==> src/rtl/conv_layer_controller.sv <==
// Sequencer for one image pass through convolutional_layer.
// It generates row-major pixel read addresses for the frame buffer and drives the
// layer's clock enable. A small tag pipe follows each pixel through the frame
// buffer and layer latency. Each layer output is then marked valid or masked.
// Downstream back-pressure (stall) freezes the whole pipeline.
module conv_layer_controller #(
  parameter int unsigned IMAGE_SIZE   = 64,
  parameter int unsigned FILTER_SIZE  = 2,
  parameter int unsigned D_CHANNELS   = 1,
  parameter int unsigned PIPE_LATENCY = 1,
  parameter int unsigned ADDR_WIDTH   = 12,
  parameter int unsigned CH_WIDTH     = 1
) (
  input  logic                  clk,
  input  logic                  rst,
  input  logic                  start,
  input  logic                  stall,
  output logic                  busy,
  output logic                  done,
  output logic                  rd_en,
  output logic [ADDR_WIDTH-1:0] rd_addr,
  output logic [CH_WIDTH-1:0]   channel_sel,
  output logic                  layer_clk_en,
  output logic                  out_valid,
  output logic [ADDR_WIDTH-1:0] out_row,
  output logic [ADDR_WIDTH-1:0] out_col
);

  // One stage for the frame-buffer read, then one per layer pipeline cycle.
  localparam int unsigned Stages    = 1 + PIPE_LATENCY;
  localparam int unsigned LastStage = PIPE_LATENCY;
  localparam int unsigned DrainW    = $clog2(Stages + 1);

  localparam logic [ADDR_WIDTH-1:0] PixLast   = ADDR_WIDTH'(IMAGE_SIZE * IMAGE_SIZE - 1);
  localparam logic [ADDR_WIDTH-1:0] ColLast   = ADDR_WIDTH'(IMAGE_SIZE - 1);
  localparam logic [ADDR_WIDTH-1:0] EdgeMin   = ADDR_WIDTH'(FILTER_SIZE - 1);
  localparam logic [CH_WIDTH-1:0]   ChLast    = CH_WIDTH'(D_CHANNELS - 1);
  localparam logic [DrainW-1:0]     DrainLast = DrainW'(PIPE_LATENCY);

  typedef enum logic [1:0] {
    StIdle,
    StStream,
    StDrain,
    StDone
  } state_e;

  state_e state_q, state_d;

  logic [ADDR_WIDTH-1:0] pix_q, pix_d;
  logic [ADDR_WIDTH-1:0] row_q, row_d;
  logic [ADDR_WIDTH-1:0] col_q, col_d;
  logic [CH_WIDTH-1:0]   ch_q, ch_d;
  logic [DrainW-1:0]     drain_q, drain_d;

  logic                  tag_v_q   [Stages];
  logic [ADDR_WIDTH-1:0] tag_row_q [Stages];
  logic [ADDR_WIDTH-1:0] tag_col_q [Stages];

  logic running;
  logic advance;

  assign running = (state_q == StStream) || (state_q == StDrain);
  assign advance = running && !stall;

  // State and counter registers.
  always_ff @(posedge clk or posedge rst) begin
    if (rst) begin
      state_q <= StIdle;
      pix_q   <= '0;
      row_q   <= '0;
      col_q   <= '0;
      ch_q    <= '0;
      drain_q <= '0;
    end else begin
      state_q <= state_d;
      pix_q   <= pix_d;
      row_q   <= row_d;
      col_q   <= col_d;
      ch_q    <= ch_d;
      drain_q <= drain_d;
    end
  end

  // Next-state, address counters and control strobes.
  always_comb begin
    state_d      = state_q;
    pix_d        = pix_q;
    row_d        = row_q;
    col_d        = col_q;
    ch_d         = ch_q;
    drain_d      = drain_q;
    busy         = 1'b0;
    done         = 1'b0;
    rd_en        = 1'b0;
    layer_clk_en = 1'b0;

    unique case (state_q)
      StIdle: begin
        if (start) begin
          state_d = StStream;
        end
      end

      StStream: begin
        busy         = 1'b1;
        layer_clk_en = !stall;
        if (!stall) begin
          rd_en = 1'b1;
          if (col_q == ColLast) begin
            col_d = '0;
            if (pix_q == PixLast) begin
              // Channel boundary: the next channel starts on the very next cycle.
              pix_d = '0;
              row_d = '0;
              if (ch_q == ChLast) begin
                ch_d    = '0;
                drain_d = '0;
                state_d = StDrain;
              end else begin
                ch_d = ch_q + CH_WIDTH'(1);
              end
            end else begin
              pix_d = pix_q + ADDR_WIDTH'(1);
              row_d = row_q + ADDR_WIDTH'(1);
            end
          end else begin
            pix_d = pix_q + ADDR_WIDTH'(1);
            col_d = col_q + ADDR_WIDTH'(1);
          end
        end
      end

      StDrain: begin
        // Keep the layer clocked until the last pixel's result has emerged.
        busy         = 1'b1;
        layer_clk_en = !stall;
        if (!stall) begin
          if (drain_q == DrainLast) begin
            state_d = StDone;
          end else begin
            drain_d = drain_q + DrainW'(1);
          end
        end
      end

      StDone: begin
        done    = 1'b1;
        state_d = StIdle;
      end

      default: begin
        state_d = StIdle;
      end
    endcase
  end

  // Tag pipe: tracks each pixel through the frame-buffer and layer latency.
  always_ff @(posedge clk or posedge rst) begin
    if (rst) begin
      for (int unsigned i = 0; i < Stages; i++) begin
        tag_v_q[i]   <= 1'b0;
        tag_row_q[i] <= '0;
        tag_col_q[i] <= '0;
      end
    end else if (advance) begin
      tag_v_q[0]   <= rd_en;
      tag_row_q[0] <= row_q;
      tag_col_q[0] <= col_q;
      for (int unsigned i = 1; i < Stages; i++) begin
        tag_v_q[i]   <= tag_v_q[i-1];
        tag_row_q[i] <= tag_row_q[i-1];
        tag_col_q[i] <= tag_col_q[i-1];
      end
    end
  end

  // Windows whose bottom-right pixel is in the first FILTER_SIZE-1 rows or columns
  // would wrap a row or straddle a channel edge, so they are masked.
  always_comb begin
    out_valid = running && !stall && tag_v_q[LastStage] &&
                (tag_row_q[LastStage] >= EdgeMin) && (tag_col_q[LastStage] >= EdgeMin);
  end

  assign out_row     = tag_row_q[LastStage];
  assign out_col     = tag_col_q[LastStage];
  assign rd_addr     = pix_q;
  assign channel_sel = ch_q;

endmodule
==> config.mk <==
export PLATFORM = sky130hd
export DESIGN_NAME = conv_layer_controller
export DESIGN_NICKNAME = d
export VERILOG_FILES = /design/src/rtl/conv_layer_controller.sv
export SDC_FILE = /design/constraint.sdc
export NUM_CORES = 1
export LEC_CHECK = 0
export CAP_MARGIN = 15
export CELL_PAD_IN_SITES_DETAIL_PLACEMENT = 1
export CELL_PAD_IN_SITES_GLOBAL_PLACEMENT = 2
export CORE_MARGIN = 2
export CORE_UTILIZATION = 29
export CTS_CLUSTER_DIAMETER = 60
export DETAILED_ROUTE_END_ITERATION = 16
export PLACE_DENSITY = 0.72
export SYNTH_ARGS = -nofsm -noshare
export SYNTH_HDL_FRONTEND = slang
export SYNTH_SLANG_ARGS = --single-unit
==> constraint.sdc <==
create_clock -name clk -period 9.6 [get_ports clk]
set_clock_uncertainty 0.15 [all_clocks]
set_input_delay 1.92 -clock clk [delete_from_list [all_inputs] [get_ports clk]]
set_output_delay 1.92 -clock clk [all_outputs]
set_load 0.05 [all_outputs]
After elaboration in Yosys (flattened, before gate mapping)
Index checks and enable logic that the tools add are counted.
Cells by class
  order comparisons: 2
  equality and inequality tests: 14
  reduce and logical (&&, ||, !) cells: 14
  muxes and demuxes: 25
  bitwise operators: 1
  add/subtract/negate cells: 5
Operators with widths (number)
  12-bit two-way mux: 4
  12-bit by 1-bit adder with 12-bit output, second input constant: 3
  2-bit two-way mux: 13
  12-bit by 1-bit greater-or-equal comparator with 1-bit output, second input constant: 2
  7-bit AND reduction: 2
  12-bit equality test, second input constant: 1
  12-bit by 6-bit equality test with 1-bit output, second input constant: 1
  2-bit inequality test, second input constant: 5
  2-bit case mux with 4 select lines: 1
  1-bit two-way mux: 6
  2-bit by 1-bit inequality test with 1-bit output, second input constant: 3
  2-bit by 1-bit equality test with 1-bit output, second input constant: 2
  2-bit equality test, second input constant: 2
  1-bit logical AND: 4
  2-bit case mux with 2 select lines: 1
  4-bit AND reduction: 1
  3-bit AND reduction: 1
  2-bit by 1-bit adder with 2-bit output, second input constant: 1
  2-bit zero test: 1
  2-bit AND reduction: 1
  2-bit nonzero test: 1
  2-bit OR reduction: 1
  1-bit adder, second input constant: 1
  1-bit zero test: 1
  other kinds (2): 2
Storage, ports and cells
  logic and storage cells: 73
  input bits: 4
  output and inout bits: 42
  bits in registers: 91

Logic depth before layout (Yosys ltp)
  depth after elaboration: 6
  depth in mapped cells: 8
  mapped depth without buffers: 7

Worst setup path before layout
No wires, ideal clock.
  path kind: input to output
  start point: input port stall
  end point: output port out_valid
  path buffers: 0
  data required time: 7.530 ns
  stages: 5
  arrival: 3.116 ns
  slack: 4.414 ns
  path through: inv_1 nand2_1 clkinv_1 nand3_1 a31oi_1
Between the ends
  cells in the longest elaborated chain, start to end: 5
RTL lines
  from (decl): line 17  | input logic stall,
  1-bit zero test: line 180  | out_valid = running && !stall && tag_v_q[LastStage] &&
  1-bit logical AND (3 in series): line 180
  1-bit logical AND: line 181  | (tag_row_q[LastStage] >= EdgeMin) && (tag_col_q[LastStage] >= EdgeMin);
  to (decl): line 24  | output logic out_valid,
Every way passes these cells.

Final worst setup path
Same ends and word-level chain as after synthesis.

==> summary.md <==
| Metric | Value |
|---|---|
| Tmin final | between 7000 and 8000 ps |
| RD Place Congestion | between 0.7 and 0.8 |
| Starting Density | 29.90% |
| Clock slew at reported path FFs | 60 ps |
| M3 GR Usage | 2.885% |
| Die Wd | 123.9 µm |
| Leak pwr | 0.002362 µW |
| Measured slew at the worst slew-check pin | 717.1 ps |
| Pre-CTS setup slack | 2256 ps |
| Setup CP Type | in -> out |
| Die Ht | 123.9 µm |
| Synth Register Bits | 90 |
| Syn-to-layout area delta | 17.66% |
| Largest area contributor in the netlist | dfrtp_1 |
| Io pins | between 40 and 50 |
| Fill cell count | 1624 |
| Antenna cells | 0 |
| Initial antenna violation count | 0 |
| Pre-Repair DR Iteration Count | 4 |
| IO Port Bufs | between 40 and 50 |
| Post-CTS Repair Setup Buffers | 0 |
| Core area | 13930 µm² |
| First-pass GRT wire length | between 15 and 20 mm |
| Crit end category | primary output |
| FMAX | 137.4 MHz |
| Mapped Cells | approximately 450 |
| Total Routing Usage GR | 13.66% |
| Max-slew violations | 0 |
| Clk Latency, worst-skew pair | between 300 and 400 ps |
| DRC | 0 |
| GR peak layer | met1 |
| Setup violators final | 0 |
| CTS tree | built |
| Vias per std cell | between 4 and 5 |
| Maximum vdd drop | 0.1017 mV |
| CTS sink cnt | 90 |
| Post-synthesis sequential area ratio | about 54% |
| WL final | just over 9 mm |
| Net count after synthesis | about 470 |
| CP max FO | 52 |
| Storage cell area | 2252 µm² |
| Routed Antenna Nets | 0 |
| Rel. slew slack | 52.14% |
| RSZ-0062 raised after global routing | no |
| Setup crit start kind | input pin |
| Vias | 3015 |
| Fin cells | 657 |
| PostCTS Resize Cnt | 0 |
| DRT iter0 DRCs | between 150 and 200 |
| Synth top area share | 54.05% |
| Total Power | 987.6 µW |
| Fraction of layout cells with a size suffix above 1 | roughly 5.7% |
| Area occupied by multi-input gates | 1640 µm² |
| Cell area after synthesis | 4166 µm² |
| WL/cell | 14.19 µm |
| Global route total overflow | 0 |
| Final Hold Viols | 0 |
| Met2 global-route usage | 19.30% |
| Hold buffers post-CTS | 0 |
| Final period util | 75.79% |
| Cell variety after synth | 41 |
| Placed cell count | 641 |
| Pwr dens | 201.5 nW/µm² |
| Syn avg cell area | 9.198 µm² |
| Top cells by area, synth | dfrtp_1 54%, nand2_1 16%, buf_4 4.5% |
| CP arrival | 5210 ps |
| Max-Cap Viols | 0 |
| Outcome | finished, final reports clean |
| H-tree Lvls | 3 |
| Warnings from Yosys | 0 |
| Final net count | 485 |
| Fin util | 35.18% |
| Dpl hpwl | 6.284 mm |
| Post-route setup TNS | 0 ps |
| GR met1 Demand/Resource | 19.75% |
| Root buffer cell | clkbuf_16 |
| Largest net degree at the start of global routing | 53 |
| Vias in the first global route | about 3200 |
| Final WS setup | 2324 ps |
| CTS Buffer Depth | 2 |
| Req. time, crit path | about 7500 ps |
| Cell Rows | 43 |
| Hold WC Path Type | reg -> reg |
| Die area | roughly 15000 µm² |
| CTS buffer count | 9 |
[worst paths after layout]
| kind | from | endpoint | slack (ps) | cells after the start |
|---|---|---|---|---|
| worst max-delay path | stall | out_valid | 2320 | 9 |
| worst min register to register | tag_row_q[19] | out_row[7] | 320 | 2 |
| min in group asynchronous | rst | col_q[3] | 1840 | 2 |
| worst max register to register | state_q[0] | out_row[10] | 6650 | 8 |
| max in group asynchronous | rst | out_col[8] | 6340 | 3 |
| worst min-delay path | tag_row_q[19] | out_row[7] | 320 | 2 |
[sequential cells by signal, indices dropped and copies added, names as in the netlist]
signal,count
col_q,12
drain_q,2
out_col,12
out_row,12
rd_addr,12
row_q,12
state_q,2
tag_col_q,12
tag_row_q,12
tag_v_q,2
[metal layers]
metal / share of wire, % / up-vias / wire length, µm
met1: 54 / 1454 / 5012
li1: - / 1503 / -
met2: 41 / 48 / 3846
met5: 0 / - / 0
met3: 2.9 / 10 / 269
met4: 2.1 / 0 / 194
[per-stage QoR]
stage / hold WS (ps) / cell area [µm²]
finish: 321.3 / 4902
global route: 349.8 / 4902
CTS: 319.6 / 4902
detailed placement: 303.6 / 4616
global placement: 301.9 / 4616
floorplan: 288.6 / 4167
[where the power goes]
part	total, µW	switching (µW)	internal, µW
clock network	349	149	200
registers	459	41.7	417
logic	179	119	60.4
total	988	310	678
[critical path, cell delays in order]
cell	delay (ps)
clkdlybuf4s50_1	600
inv_1	90
nand2_1	90
buf_4	450
clkinv_1	700
buf_4	460
nand3_1	120
a31oi_1	40
clkdlybuf4s50_1	720
[layout by cell type, fill, tap and decap left out, drive strengths merged, types with 2 or more instances in the layout]
cell type / synthesis / layout
xor2: 6 / 6
o31ai: 6 / 6
a21oi: 4 / 4
buf: 25 / 3
inv: 8 / 7
a21o: 2 / 2
clkdlybuf4s50: 0 / 44
nor2: 16 / 16
nand3: 13 / 13
and2: 4 / 4
clkbuf: 14 / 10
clkinv: 1 / 6
and3: 4 / 4
and4: 3 / 3
o21ai: 21 / 21
mux2i: 2 / 2
a41oi: 2 / 2
mux2: 2 / 2
nor2b: 3 / 3
a31oi: 4 / 4
nand2: 173 / 173
or4: 3 / 3
nand4: 5 / 5
dfrtp: 90 / 90
xnor2: 12 / 12
ha: 9 / 9
nand2b: 5 / 5
nor4: 8 / 8
[cell families (layout without fill, tap and decap cells)]
logic type	count (synthesis)	after routing	share of synthesized area (%)
buf+inv	48	72	6.577
other cells	1	1	0.09000
compound gates	43	43	6.426
mux	4	4	1.111
simple gates	240	240	25.26
xor+xnor	18	18	3.784
flops	90	90	54.05
fa+ha+maj	9	9	2.703
[final cells by class]
type	instances	area share, %
Inverter	9	0.7147
Multi-Input combinational cell	315	33.46
Timing Repair Buffer	47	9.444
Clock buffer	10	4.671
Clock inverter	6	1.174
Tap cell	180	4.594
Sequential cell	90	45.94
[cell usage after synthesis, drive strengths merged]
library cell,number
o21ai,21
nor4,8
nor2,16
nand4b,1
and2,4
or4,3
a221oi,1
xor2,6
ha,9
and3,4
a41oi,2
clkinv,1
and4,3
inv,8
or2,1
mux2,2
a22o,1
clkbuf,14
nand3,13
nor2b,3
xnor2,12
a211o,1
buf,25
nor3,1
nand2,173
nand4,5
mux2i,2
nand2b,5
a31oi,4
a21o,2
a21oi,4
o31ai,6
o211ai,1
conb,1
dfrtp,90
(Power assumes the default switching activity.)
